<file path="src/rtl/note_detector.sv">
// Tone-period note detector: synchronizes a square-wave tone, measures the spacing of its
// rising edges and locks onto one of eight piano notes after two agreeing periods.
module note_detector #(
    parameter int unsigned CLK_HZ  = 100_000_000,
    parameter int unsigned TIMEOUT = 524_288
) (
    input  logic        CLK,
    input  logic        RESET,
    input  logic        tone_in,
    output logic [3:0]  note,
    output logic        valid,
    output logic        note_change,
    output logic [7:0]  Led,
    output logic [19:0] period
);

    localparam logic [1:0] S_IDLE    = 2'd0;
    localparam logic [1:0] S_ARM     = 2'd1;
    localparam logic [1:0] S_CONFIRM = 2'd2;
    localparam logic [1:0] S_LOCK    = 2'd3;

    localparam logic [19:0] CNT_MAX = 20'hF_FFFF;

    function automatic logic [19:0] nominal(input longint unsigned hz, input longint unsigned centi_hz);
        longint unsigned q;
        q = (hz * 64'd100) / centi_hz;
        return q[19:0];
    endfunction

    // Index k holds the nominal period of note code k (C4 .. C5)
    localparam logic [8:1][19:0] NOM = {
        nominal(64'(CLK_HZ), 64'd52325), nominal(64'(CLK_HZ), 64'd49388),
        nominal(64'(CLK_HZ), 64'd44000), nominal(64'(CLK_HZ), 64'd39200),
        nominal(64'(CLK_HZ), 64'd34923), nominal(64'(CLK_HZ), 64'd32963),
        nominal(64'(CLK_HZ), 64'd29366), nominal(64'(CLK_HZ), 64'd26163)
    };

    logic        sync1_q, sync2_q, prev_q, edge_q;
    logic [19:0] cnt_q, cnt_d;
    logic [19:0] period_q, period_d;
    logic [1:0]  state_q, state_d;
    logic [3:0]  cand_q, cand_d;
    logic [3:0]  note_q, note_d;
    logic        valid_q, chg_q;
    logic [7:0]  led_q, led_d;
    logic [3:0]  cls;
    logic        timeout;

    always_ff @(posedge CLK) begin
        if (RESET) begin
            sync1_q <= 1'b0;
            sync2_q <= 1'b0;
            prev_q  <= 1'b0;
            edge_q  <= 1'b0;
        end else begin
            sync1_q <= tone_in;
            sync2_q <= sync1_q;
            prev_q  <= sync2_q;
            edge_q  <= sync2_q & ~prev_q;
        end
    end

    // cnt_q is the number of clocks since the previous edge pulse, so its value on the
    // edge cycle is exactly the edge spacing.
    always_comb begin
        cnt_d    = cnt_q;
        period_d = period_q;
        if (edge_q) begin
            cnt_d    = 20'd1;
            period_d = cnt_q;
        end else if (cnt_q != CNT_MAX) begin
            cnt_d = cnt_q + 20'd1;
        end
    end

    always_comb begin
        logic [20:0] lo, hi, p;
        cls = 4'd0;
        p   = {1'b0, cnt_q};
        for (int k = 1; k <= 8; k++) begin
            lo = {1'b0, NOM[k]} - {1'b0, NOM[k] >> 6};
            hi = {1'b0, NOM[k]} + {1'b0, NOM[k] >> 6};
            if (p >= lo && p <= hi) cls = 4'(k);
        end
    end

    assign timeout = ({12'd0, cnt_q} >= 32'(TIMEOUT));

    // An edge always wins over a simultaneous timeout
    always_comb begin
        state_d = state_q;
        cand_d  = cand_q;
        note_d  = note_q;
        if (edge_q) begin
            case (state_q)
                S_IDLE: state_d = S_ARM;
                S_ARM: begin
                    if (cls != 4'd0) begin
                        cand_d  = cls;
                        state_d = S_CONFIRM;
                    end
                end
                S_CONFIRM: begin
                    if (cls == 4'd0) begin
                        state_d = S_ARM;
                    end else if (cls == cand_q) begin
                        state_d = S_LOCK;
                        note_d  = cand_q;
                    end else begin
                        cand_d = cls;
                    end
                end
                default: begin
                    if (cls == note_q) begin
                        state_d = S_LOCK;
                    end else if (cls != 4'd0) begin
                        cand_d  = cls;
                        state_d = S_CONFIRM;
                    end else begin
                        state_d = S_ARM;
                    end
                end
            endcase
        end else if (state_q != S_IDLE && timeout) begin
            state_d = S_IDLE;
            note_d  = 4'd0;
        end
    end

    always_comb begin
        led_d = 8'h00;
        if (note_d >= 4'd1 && note_d <= 4'd8) led_d = 8'h80 >> (note_d - 4'd1);
    end

    always_ff @(posedge CLK) begin
        if (RESET) begin
            cnt_q    <= 20'd0;
            period_q <= 20'd0;
            state_q  <= S_IDLE;
            cand_q   <= 4'd0;
            note_q   <= 4'd0;
            valid_q  <= 1'b0;
            chg_q    <= 1'b0;
            led_q    <= 8'h00;
        end else begin
            cnt_q    <= cnt_d;
            period_q <= period_d;
            state_q  <= state_d;
            cand_q   <= cand_d;
            note_q   <= note_d;
            valid_q  <= (note_d != 4'd0);
            chg_q    <= (note_d != note_q);
            led_q    <= led_d;
        end
    end

    assign note        = note_q;
    assign valid       = valid_q;
    assign note_change = chg_q;
    assign Led         = led_q;
    assign period      = period_q;

endmodule

</file>
<file path="config.mk">
export PLATFORM = sky130hd
export DESIGN_NAME = note_detector
export DESIGN_NICKNAME = d
export VERILOG_FILES = /design/src/rtl/note_detector.sv
export SDC_FILE = /design/constraint.sdc
export NUM_CORES = 1
export LEC_CHECK = 0
export ABC_CLOCK_PERIOD_IN_PS = 4600
export CAP_MARGIN = 30
export CORE_MARGIN = 4
export CORE_UTILIZATION = 55
export DETAILED_ROUTE_END_ITERATION = 16
export DONT_BUFFER_PORTS = 1
export GPL_ROUTABILITY_DRIVEN = 0
export HOLD_SLACK_MARGIN = 0.02
export PLACE_DENSITY = 0.76
export SETUP_SLACK_MARGIN = 0.15
export SKIP_CTS_REPAIR_TIMING = 1
export SLEW_MARGIN = 20
export SYNTH_ARGS = -nofsm -noshare
export SYNTH_HDL_FRONTEND = slang
export SYNTH_SLANG_ARGS = --single-unit
</file>
<file path="constraint.sdc">
create_clock -name CLK -period 4.6 [get_ports CLK]
set_clock_uncertainty 0.05 [all_clocks]
set_input_delay 0.92 -clock CLK [delete_from_list [all_inputs] [get_ports CLK]]
set_output_delay 0.92 -clock CLK [all_outputs]
set_load 0.005 [all_outputs]
</file>
==> results.toml, run 1 <==
[sta]
final-max-slew-violation-count = 0
tightestPinTransition_ns = 0.8587
layout_worst_path_cycle_share_pct = 91.48
final.setup.worst_slack_ns = 0.3920
finalHoldViolations = 0
rsz_0062_raised_after_global_routing = "no"
period_minus_slack_ns = 4.208
fmax_ghz = 0.2376
timing.slew.headroom_pct = 42.67
setup_violations = 0
timing.setup.tns_ns = 0

[hold_path]
holdPathStages = 1
hold_path_class = "flip-flop to flip-flop"

[finish]
fin_cells = 520
drive_above_1_share_pct = 7.675
layout-area-overhead-vs-synth_pct = 4.685
fin_nets = 445
insertedDiodeCount = 0
finalCoreUtilization_pct = 60.17

[clock_tree]
cts_inserted_buffers = 9
clkLatencyLatePin_ns = 0.35
htreeDepth = 3
cts.sink_count = 64
clk_root_buffer_cell = "clkbuf_8"
ctsLongestPathBuffers = 2
cts_tree = "yes"
path_clk_slew_ns = 0.07

[synth]
yosys_register_bits = 64
synth_top_area_share_pct = 34.51
yosysTopAreaCell = "dfxtp_1"
async_reset_ff_share_pct = 0
ys.warnings.count = 0
yosys-top-cells-count = "64 x dfxtp_1, 57 x nor2_1, 27 x nand2_1, 26 x clkbuf_1, 23 x a21oi_1"
synthTopCellsByArea = "dfxtp_1 35%, nor2_1 5.8%, mux2i_1 5.7%, a21oi_1 3.1%, nand2_1 2.7%"
synth.distinct_cells = 68
post_synth_inst_count = 459
netlist_area_um2 = 3712
synth_sequential_area_ratio_pct = 34.51
synth.most_common_cell = "dfxtp_1"
synth-edff-count = 0
synth_nets = 466
synth_flop_cell = "dfxtp_1"
synthesis.area_per_instance_um2 = 8.088

[pwr]
pwr-share-comb_pct = 3.0
leakage_nw = 1.339
pwr_density_cell_nw_per_um2 = 272.8
total_power_of_the_final_layout_mw = 1.060
seqPwrFrac_pct = 53.3
power.switching_uw = 261.5
switching_share_pct = 24.67
p_int_uw = 798.5
power.clock.fraction_pct = 43.7
power.ir.vdd_worst_v = 0.0002356

[die]
pin_count = 37
die_height_um = 90.16
overall_die_area_um2 = 8128
area_inside_the_core_boundary_um2 = 6459
die_w_um = 90.16
initial_utilization_pct = 57.48
num_rows = 29

[detailed_routing]
drt-total-wl_um = 9766
drt-pass1-iter-count = 6
via_per_inst = 6.879
drtAntennaViolNets = 0
drc = 0
drt-wirelength-per-cell_um = 18.78
initial_detailed_routing_violation_count = 455
dr_total_vias = 3577

[placement]
place_ws_ns = 0.5021
numPlacedInstances = 504
place.detailed.hpwl_um = 6749
numPortBuffers = 0

[global_route]
grt_antenna_before_repair = 0
grt_first_pass_wirelength_um = 16210
gr-total-overflow = 0
maximum_number_of_pins_on_one_net_before_global_route_repair = 37
grt.total_usage_pct = 24.19
first_global_vias = 3280

[run]
maxCapViolCount = 0

[setup_path]
criticalPathCategory = "flip-flop to flip-flop"
r2r_cells = 12
setup.worst_path.end_class = "flip-flop"
critPathMaxFanout = 11
critical_path_required_ns = 4.80
crit_path_start_kind = "flip-flop"
crit_arrival_ns = 4.41

[run_status]
status = "finished, final reports clean"
==> state kept, by name, summed over array words and instances, names as in the netlist <==
signal       flops
cnt_q           20
period          20
Led              8
cand_q           4
note             4
state_q          2
edge_q           1
note_change      1
prev_q           1
sync1_q          1
sync2_q          1
valid            1
==> routing by layer <==
layer	share of wire, %	wire length, um	vias up	global-route usage (%)
met5	0	0	-	0
met1	44	4328	1637	33.54
met4	4.4	433	0	13.90
met2	41	4037	233	33.98
met3	9.9	967	53	5.843
li1	-	-	1654	-
==> metrics by stage <==
step / hold slack [ns] / area, um^2
after CTS: 0.3419 / 3886
final: 0.3423 / 3886
after global placement: 0.3212 / 3696
after floorplan: 0.3174 / 3712
after detailed placement: 0.3315 / 3696
after global routing: 0.3519 / 3886
==> path summary, 6_finish.rpt <==
check | startpoint | to | slack [ns]
worst max-delay path | cnt_q[0]$_SDFFE_PP0P_ | Led[3]$_SDFF_PP0_ | 0.39
worst min register to register | prev_q$_SDFF_PP0_ | edge_q$_SDFF_PP0_ | 0.34
worst min-delay path | prev_q$_SDFF_PP0_ | edge_q$_SDFF_PP0_ | 0.34
worst max register to register | cnt_q[0]$_SDFFE_PP0P_ | Led[3]$_SDFF_PP0_ | 0.39
==> final cells by class <==
class / instances / area (um^2)
Clock inverter: 5 / 38.79
Tap cell: 77 / 96.34
Inverter: 15 / 56.30
Timing Repair Buffer: 6 / 45.04
Fill cell: 585 / 2572
Sequential cell: 64 / 1281
Clock buffer: 11 / 151.4
Multi-Input combinational cell: 342 / 2217
==> power by group through the flow <==
stage | sequential, mW | clock (mW) | combinational (mW)
after floorplan | 0.574 | 0 | 0.0299
after global placement | 0.578 | 0 | 0.0306
after CTS | 0.565 | 0.471 | 0.0309
after global routing | 0.566 | 0.500 | 0.0355
after detailed placement | 0.578 | 0 | 0.0309
final | 0.565 | 0.463 | 0.0318
==> cells in the final DEF, fill, tap and decap left out, types with 5 or more instances in the layout <==
cell	synthesis	layout
dfxtp_1	64	64
nor2_1	57	57
nand2_1	27	27
a21oi_1	23	23
mux2i_1	21	21
nand3_1	20	20
inv_1	14	14
o21ai_0	13	13
nor4_1	12	12
xnor2_1	11	11
clkbuf_8	0	11
nand4_1	10	10
or3_1	9	9
nor3_1	8	8
and3_1	8	8
a31oi_1	8	8
xor2_1	7	7
nand4b_1	6	6
o31ai_1	6	6
a211oi_1	6	6
buf_4	0	6
nor2b_1	5	5
==> cells by family after synthesis <==
kind of cell,count (synthesis),share of synthesized area (%)
mux,21,5.662
flops,64,34.51
xor+xnor,18,4.247
compound gates,105,19.75
simple gates,194,28.72
fa+ha+maj,4,1.348
buf+inv,53,5.763
==> critical path: stages (launching register included) <==
cell	delay [ns]
dfxtp_1	0.62
inv_1	0.19
ha_1	0.27
nor2b_1	0.15
o311a_1	0.36
or4b_1	0.53
o22ai_1	0.31
o31ai_1	0.11
a21oi_1	0.24
o21a_1	0.40
a21oi_1	0.17
or3_4	0.43
nor4_1	0.29
Note: power is estimated with default switching activity, not from simulation.
==> run 2, diff against run 1 <==
--- a/config.mk
+++ b/config.mk
@@ -6,7 +6,6 @@
 export NUM_CORES = 1
 export LEC_CHECK = 0
 export ABC_CLOCK_PERIOD_IN_PS = 4600
-export CAP_MARGIN = 30
 export CORE_MARGIN = 4
 export CORE_UTILIZATION = 55
 export DETAILED_ROUTE_END_ITERATION = 16
@@ -16,7 +15,6 @@
 export PLACE_DENSITY = 0.76
 export SETUP_SLACK_MARGIN = 0.15
 export SKIP_CTS_REPAIR_TIMING = 1
-export SLEW_MARGIN = 20
 export SYNTH_ARGS = -nofsm -noshare
 export SYNTH_HDL_FRONTEND = slang
 export SYNTH_SLANG_ARGS = --single-unit
==> results of run 2 <==
Final layout, timing and power as in run 1 (identical DEF).
==> RTL change 1: new RTL, settings of run 2 <==
Make the reset (`RESET`) asynchronous in 2 clocked blocks.
--- a/src/rtl/note_detector.sv
+++ b/src/rtl/note_detector.sv
@@ -47,5 +47,5 @@
     logic        timeout;
 
-    always_ff @(posedge CLK) begin
+    always_ff @(posedge CLK or posedge RESET) begin
         if (RESET) begin
             sync1_q <= 1'b0;
@@ -133,5 +133,5 @@
     end
 
-    always_ff @(posedge CLK) begin
+    always_ff @(posedge CLK or posedge RESET) begin
         if (RESET) begin
             cnt_q    <= 20'd0;
Behaviour: differs if RESET is asserted again (counterexample within 10 cycles, from zero or initial values and one cycle with RESET high); with RESET held inactive, the same outputs for 10 cycles.
==> RTL change 1 against run 2 <==
- die area rose by 7.6%
- design area rose by 9.1%
- sequential cell count did not move
- count of clock-buffer cells in the layout fell by 2
- wire length rose by 5.1%
- synthesized area rose by 8.4%
- worst setup slack improved by 9.9 ps
- critical endpoint is now valid
- largest cell class unchanged
Power is not compared: it rests on default switching activity, and its combinational part moved more than twofold at a synthesized area within 25%.
==> RTL change 1: results (changes against run 2) <==
met2 WL=4437 um (was 4037 um); Layout Nets=417 (was 445); status=complete, no violations (unchanged); layout cell share with drive strength beyond 1=14.70% (was 7.675%); worst r2r path cells=9 (was 12); CTS clock-pin slew for the worst setup and hold paths=80 ps; critical path data arrival time=4370 ps (was 4410 ps); largest net degree at the start of global routing=65 (was 37); Crit path largest cell delay=700 ps (was 620 ps); Non-Filler Instances=511 (was 520); average size of a mapped cell=9.293 um2 (was 8.088 um2); M1 WL=4306 um (was 4328 um); total of fill cells in the finished design=574 (was 585); post-layout util=61.06% (was 60.17%); Cells after DPL=495 (was 504); Synthesized Nets=440 (was 466); final hold slack=307.8 ps (was 342.3 ps); Synth async-reset ratio=100.0% (was 0%); first-pass GRT wire length=17,060 um (was 16,210 um); Worst-Margin Slew=770.7 ps (was 858.7 ps); crit-path max FO=17 (was 11); 1st-pass router iterations=7 (was 6); Worst path slowest cell=or4b_1 (was dfxtp_1); Tot GR Track Use=24.74% (was 24.19%); DR vias=3,499 (was 3,577); Wirelength per Cell=20.09 um (was 18.78 um); met3 WL=1113 um (was 967 um); R2R setup slack=400 ps; vias in the first global route=3,222 (was 3,280); family with the most delay on the worst path=simple AND/OR/NAND/NOR gates (was compound AO/OA/AOI/OAI gates); leakage dissipation=1.743 nW; sequential area share after synthesis=39.80% (was 34.51%); dpl ws=510.5 ps (was 502.1 ps); post-synth cell types=69 (was 68); hold depth=0 (was 1); Clock Sinks=64 (unchanged); drt first-iter violations=702 (was 455); Commonest cells post-synth=64 x dfrtp_1, 41 x nor2_1, 24 x clkbuf_1 (was 64 x dfxtp_1, 57 x nor2_1, 27 x nand2_1); dpl hpwl=6878 um (was 6749 um); top_reg_cell synth=dfrtp_1 (was dfxtp_1); synth top area cells=dfrtp_1 40%, mux2_2 6.2%, nor2_1 3.8% (was dfxtp_1 35%, nor2_1 5.8%, mux2i_1 5.7%); Cell Area, Placed=4011 um2 (was 3696 um2); CTS root buf=clkbuf_8 (unchanged)
## RTL change 1: cell count changes in the layout (fill, tap and decap cells not counted), moves of 5 or more
cell / change
dfxtp_1: -64
dfrtp_1: +63
mux2_2: +22
mux2i_1: -18
nor2_1: -16
a21oi_1: -12
nor4b_1: +7
and3_1: -6
nand2_1: -5
nand3_1: -5
## RTL change 1: area by class of cell
class                           count  share of cell area [%]
Tap cell                           96                   2.833
Clock inverter                      7                   2.479
Sequential cell                    64                   37.80
Clock buffer                        9                   2.921
Timing Repair Buffer                6                   1.062
Inverter                           16                   1.416
Multi-Input combinational cell    313                   51.49
## RTL change 1: worst paths after layout
| kind | start | endpoint |
|---|---|---|
| worst max-delay path | cnt_q[19] | valid |
| worst min-delay path | sync1_q | sync2_q |
| worst max register to register | cnt_q[19] | valid |
| worst min register to register | sync1_q | sync2_q |
| max in group asynchronous | RESET | edge_q |
| min in group asynchronous | RESET | cand_q[1] |
## RTL change 1: power groups by stage
stage          logic [W]  clock network (W)  registers [W]
3_5_place_dp    0.000160                  0       0.000674
5_1_grt         0.000185           0.000597       0.000675
6_report        0.000165           0.000563       0.000665
4_1_cts         0.000161           0.000568       0.000663
3_3_place_gp    0.000155                  0       0.000672
2_1_floorplan   0.000156                  0       0.000629
## RTL change 1: cell families (layout without fill, tap and decap cells)
group                      count (synthesis)  after routing  synth area share, %
AOI/OAI and AO/OA                         89             89                16.23
xor gates and xnor gates                  22             22                4.788
adders and majority gates                  4              4                1.244
buffers and inverters                     56             38                5.939
DFF                                       64             64                39.80
muxes                                     25             25                6.903
and+or+nand+nor                          173            173                25.09
## RTL change 1: layer usage
metal,GRT usage (%),up-vias
met3,7.723,54
li1,-,1556
met4,8.544,0
met2,34.31,253
met5,0,-
met1,36.27,1636
==> RTL change 2: new RTL, settings of run 2 <==
Made on the original files. Set the parameter `CLK_HZ` to 50_000_000 (it was 100_000_000).
--- a/src/rtl/note_detector.sv
+++ b/src/rtl/note_detector.sv
@@ -2,5 +2,5 @@
 // rising edges and locks onto one of eight piano notes after two agreeing periods.
 module note_detector #(
-    parameter int unsigned CLK_HZ  = 100_000_000,
+    parameter int unsigned CLK_HZ  = 50_000_000,
     parameter int unsigned TIMEOUT = 524_288
 ) (
Function: no difference found for any inputs over 10 cycles, from zero or initial values and one cycle with RESET high; that may be too few to reach the edited logic, so the function may still have changed.
==> RTL change 2 against run 2 <==
- worst setup slack gained 320 ps
- synthesized area grew 5.4%
- maximum frequency grew 8.4%
- sequential cell count is the same
- wire length grew 3.3%
- first-iteration DRC count grew 32%
- critical path depth shrank 2
- design area grew 4.4%
- power grew 6.7%
==> RTL change 2: results (changes against run 2) <==
layout cell share with drive strength beyond 1=8.772% (was 7.675%); Yosys warning count=0 (unchanged); Worst Hold Class=reg -> reg (unchanged); drt first-iter violations=600 (was 455); family with the most delay on the worst path=simple AND/OR/NAND/NOR gates (was compound AO/OA/AOI/OAI gates); dpl hpwl=6763 um (was 6749 um); crit-path max FO=13 (was 11); first-pass GRT wire length=16,690 um (was 16,210 um); post-synthesis adder-cell area fraction=1.279% (was 1.348%); status=complete, no violations (unchanged); Commonest cells post-synth=64 x dfxtp_1, 64 x nor2_1, 36 x nand2_1 (was 64 x dfxtp_1, 57 x nor2_1, 27 x nand2_1); Worst path slowest cell=or4b_1 (was dfxtp_1); Cell Area, Placed=3837 um2 (was 3696 um2); WS Path Type=reg -> reg (unchanged); largest net degree at the start of global routing=39 (was 37); post-synth cell types=75 (was 68); IR drop worst, VDD=0.2782 mV (was 0.2356 mV); total CTS buffers=9 (unchanged); Synth async-reset ratio=0% (unchanged); synth top area cells=dfxtp_1 33%, nor2_1 6.1%, mux2i_1 5.9% (was dfxtp_1 35%, nor2_1 5.8%, mux2i_1 5.7%); xor-xnor portion of the synthesized cell area=4.221% (was 4.247%); leakage dissipation=1.418 nW (was 1.339 nW); Tot GR Track Use=24.26% (was 24.19%); critical path data arrival time=4080 ps (was 4410 ps); H-tree Lvls=3 (unchanged); worst reg2reg path startpoint=cnt_q[17] (was cnt_q[0]); Worst-Margin Slew=927.5 ps (was 858.7 ps); Switching Fraction=22.64% (was 24.67%); sequential area share after synthesis=32.75% (was 34.51%); Synth Area in Compound Gates=20.56% (was 19.75%); Synthesized Nets=495 (was 466); vias in the first global route=3,301 (was 3,280); Crit path largest cell delay=710 ps (was 620 ps); via-per-instance ratio=6.540 (was 6.879); total of fill cells in the finished design=611 (was 585); fraction of synthesized area in multiplexers=6.812% (was 5.662%); Layout Nets=458 (was 445); 1st-pass router iterations=5 (was 6); Wirelength per Cell=18.28 um (was 18.78 um)
-- RTL change 2: cell count changes after synthesis, sizes merged, moves of 4 or more --
cell,change
a31oi,-4
clkbuf,+9
or3,-4
nand4b,-5
o31ai,-4
nand3,-6
a21oi,+5
and4,-4
nor2,+7
nand2,+9
nand4,+4
-- RTL change 2: through the flow --
| stage | cells | utilization [%] | setup slack, ps | hold WS, ps |
|---|---|---|---|---|
| final | 552 | 59.07 | 717.0 | 329.6 |
| after global routing | 552 | 59.07 | 495.7 | 358.2 |
| after CTS | 552 | 59.07 | 763.6 | 333.5 |
| after detailed placement | 536 | 55.87 | 824.7 | 322.8 |
| after global placement | 536 | 55.87 | 891.3 | 314.7 |
| after floorplan | 488 | - | 1334 | 317.4 |
-- RTL change 2: power groups by stage --
stage | logic (W) | clock network [W] | registers [W]
after global routing | 0.0000344 | 0.000566 | 0.000569
after global placement | 0.0000302 | 0 | 0.000580
after floorplan | 0.0000324 | 0 | 0.000574
after CTS | 0.0000306 | 0.000540 | 0.000568
final | 0.0000310 | 0.000532 | 0.000568
after detailed placement | 0.0000306 | 0 | 0.000581
-- RTL change 2: final timing paths --
kind         endpoint  slack, ps  depth (start not counted)
max            Led[0]        720                         10
min            edge_q        330                          1
max reg2reg    Led[0]        720                         10
min reg2reg    edge_q        330                          1
-- RTL change 2: layout make-up --
| type | instances | area share [%] |
|---|---|---|
| Inverter | 13 | 1.203 |
| Sequential cell | 64 | 31.61 |
| Clock buffer | 9 | 3.053 |
| Tap cell | 96 | 2.960 |
| Multi-Input combinational cell | 363 | 58.80 |
| Clock inverter | 7 | 2.374 |
-- RTL change 2: logic make-up after synthesis --
family / after synthesis
xor+xnor: 18
buf+inv: 61
mux: 26
flops: 64
compound gates: 110
fa+ha+maj: 4
simple gates: 205
-- RTL change 2: worst reg2reg max path, delay by kind of cell, from the launching register on --
kind,cells,cell delay (ps)
flops,1,570
compound gates,5,1220
simple gates,4,1680
mux,1,260
-- RTL change 2: per-layer routing --
layer / GRT usage, % / routed length (um)
met2: 38.25 / 4763
met1: 30.78 / 4055
met4: 10.77 / 313
met5: 0 / 0
met3: 6.905 / 957
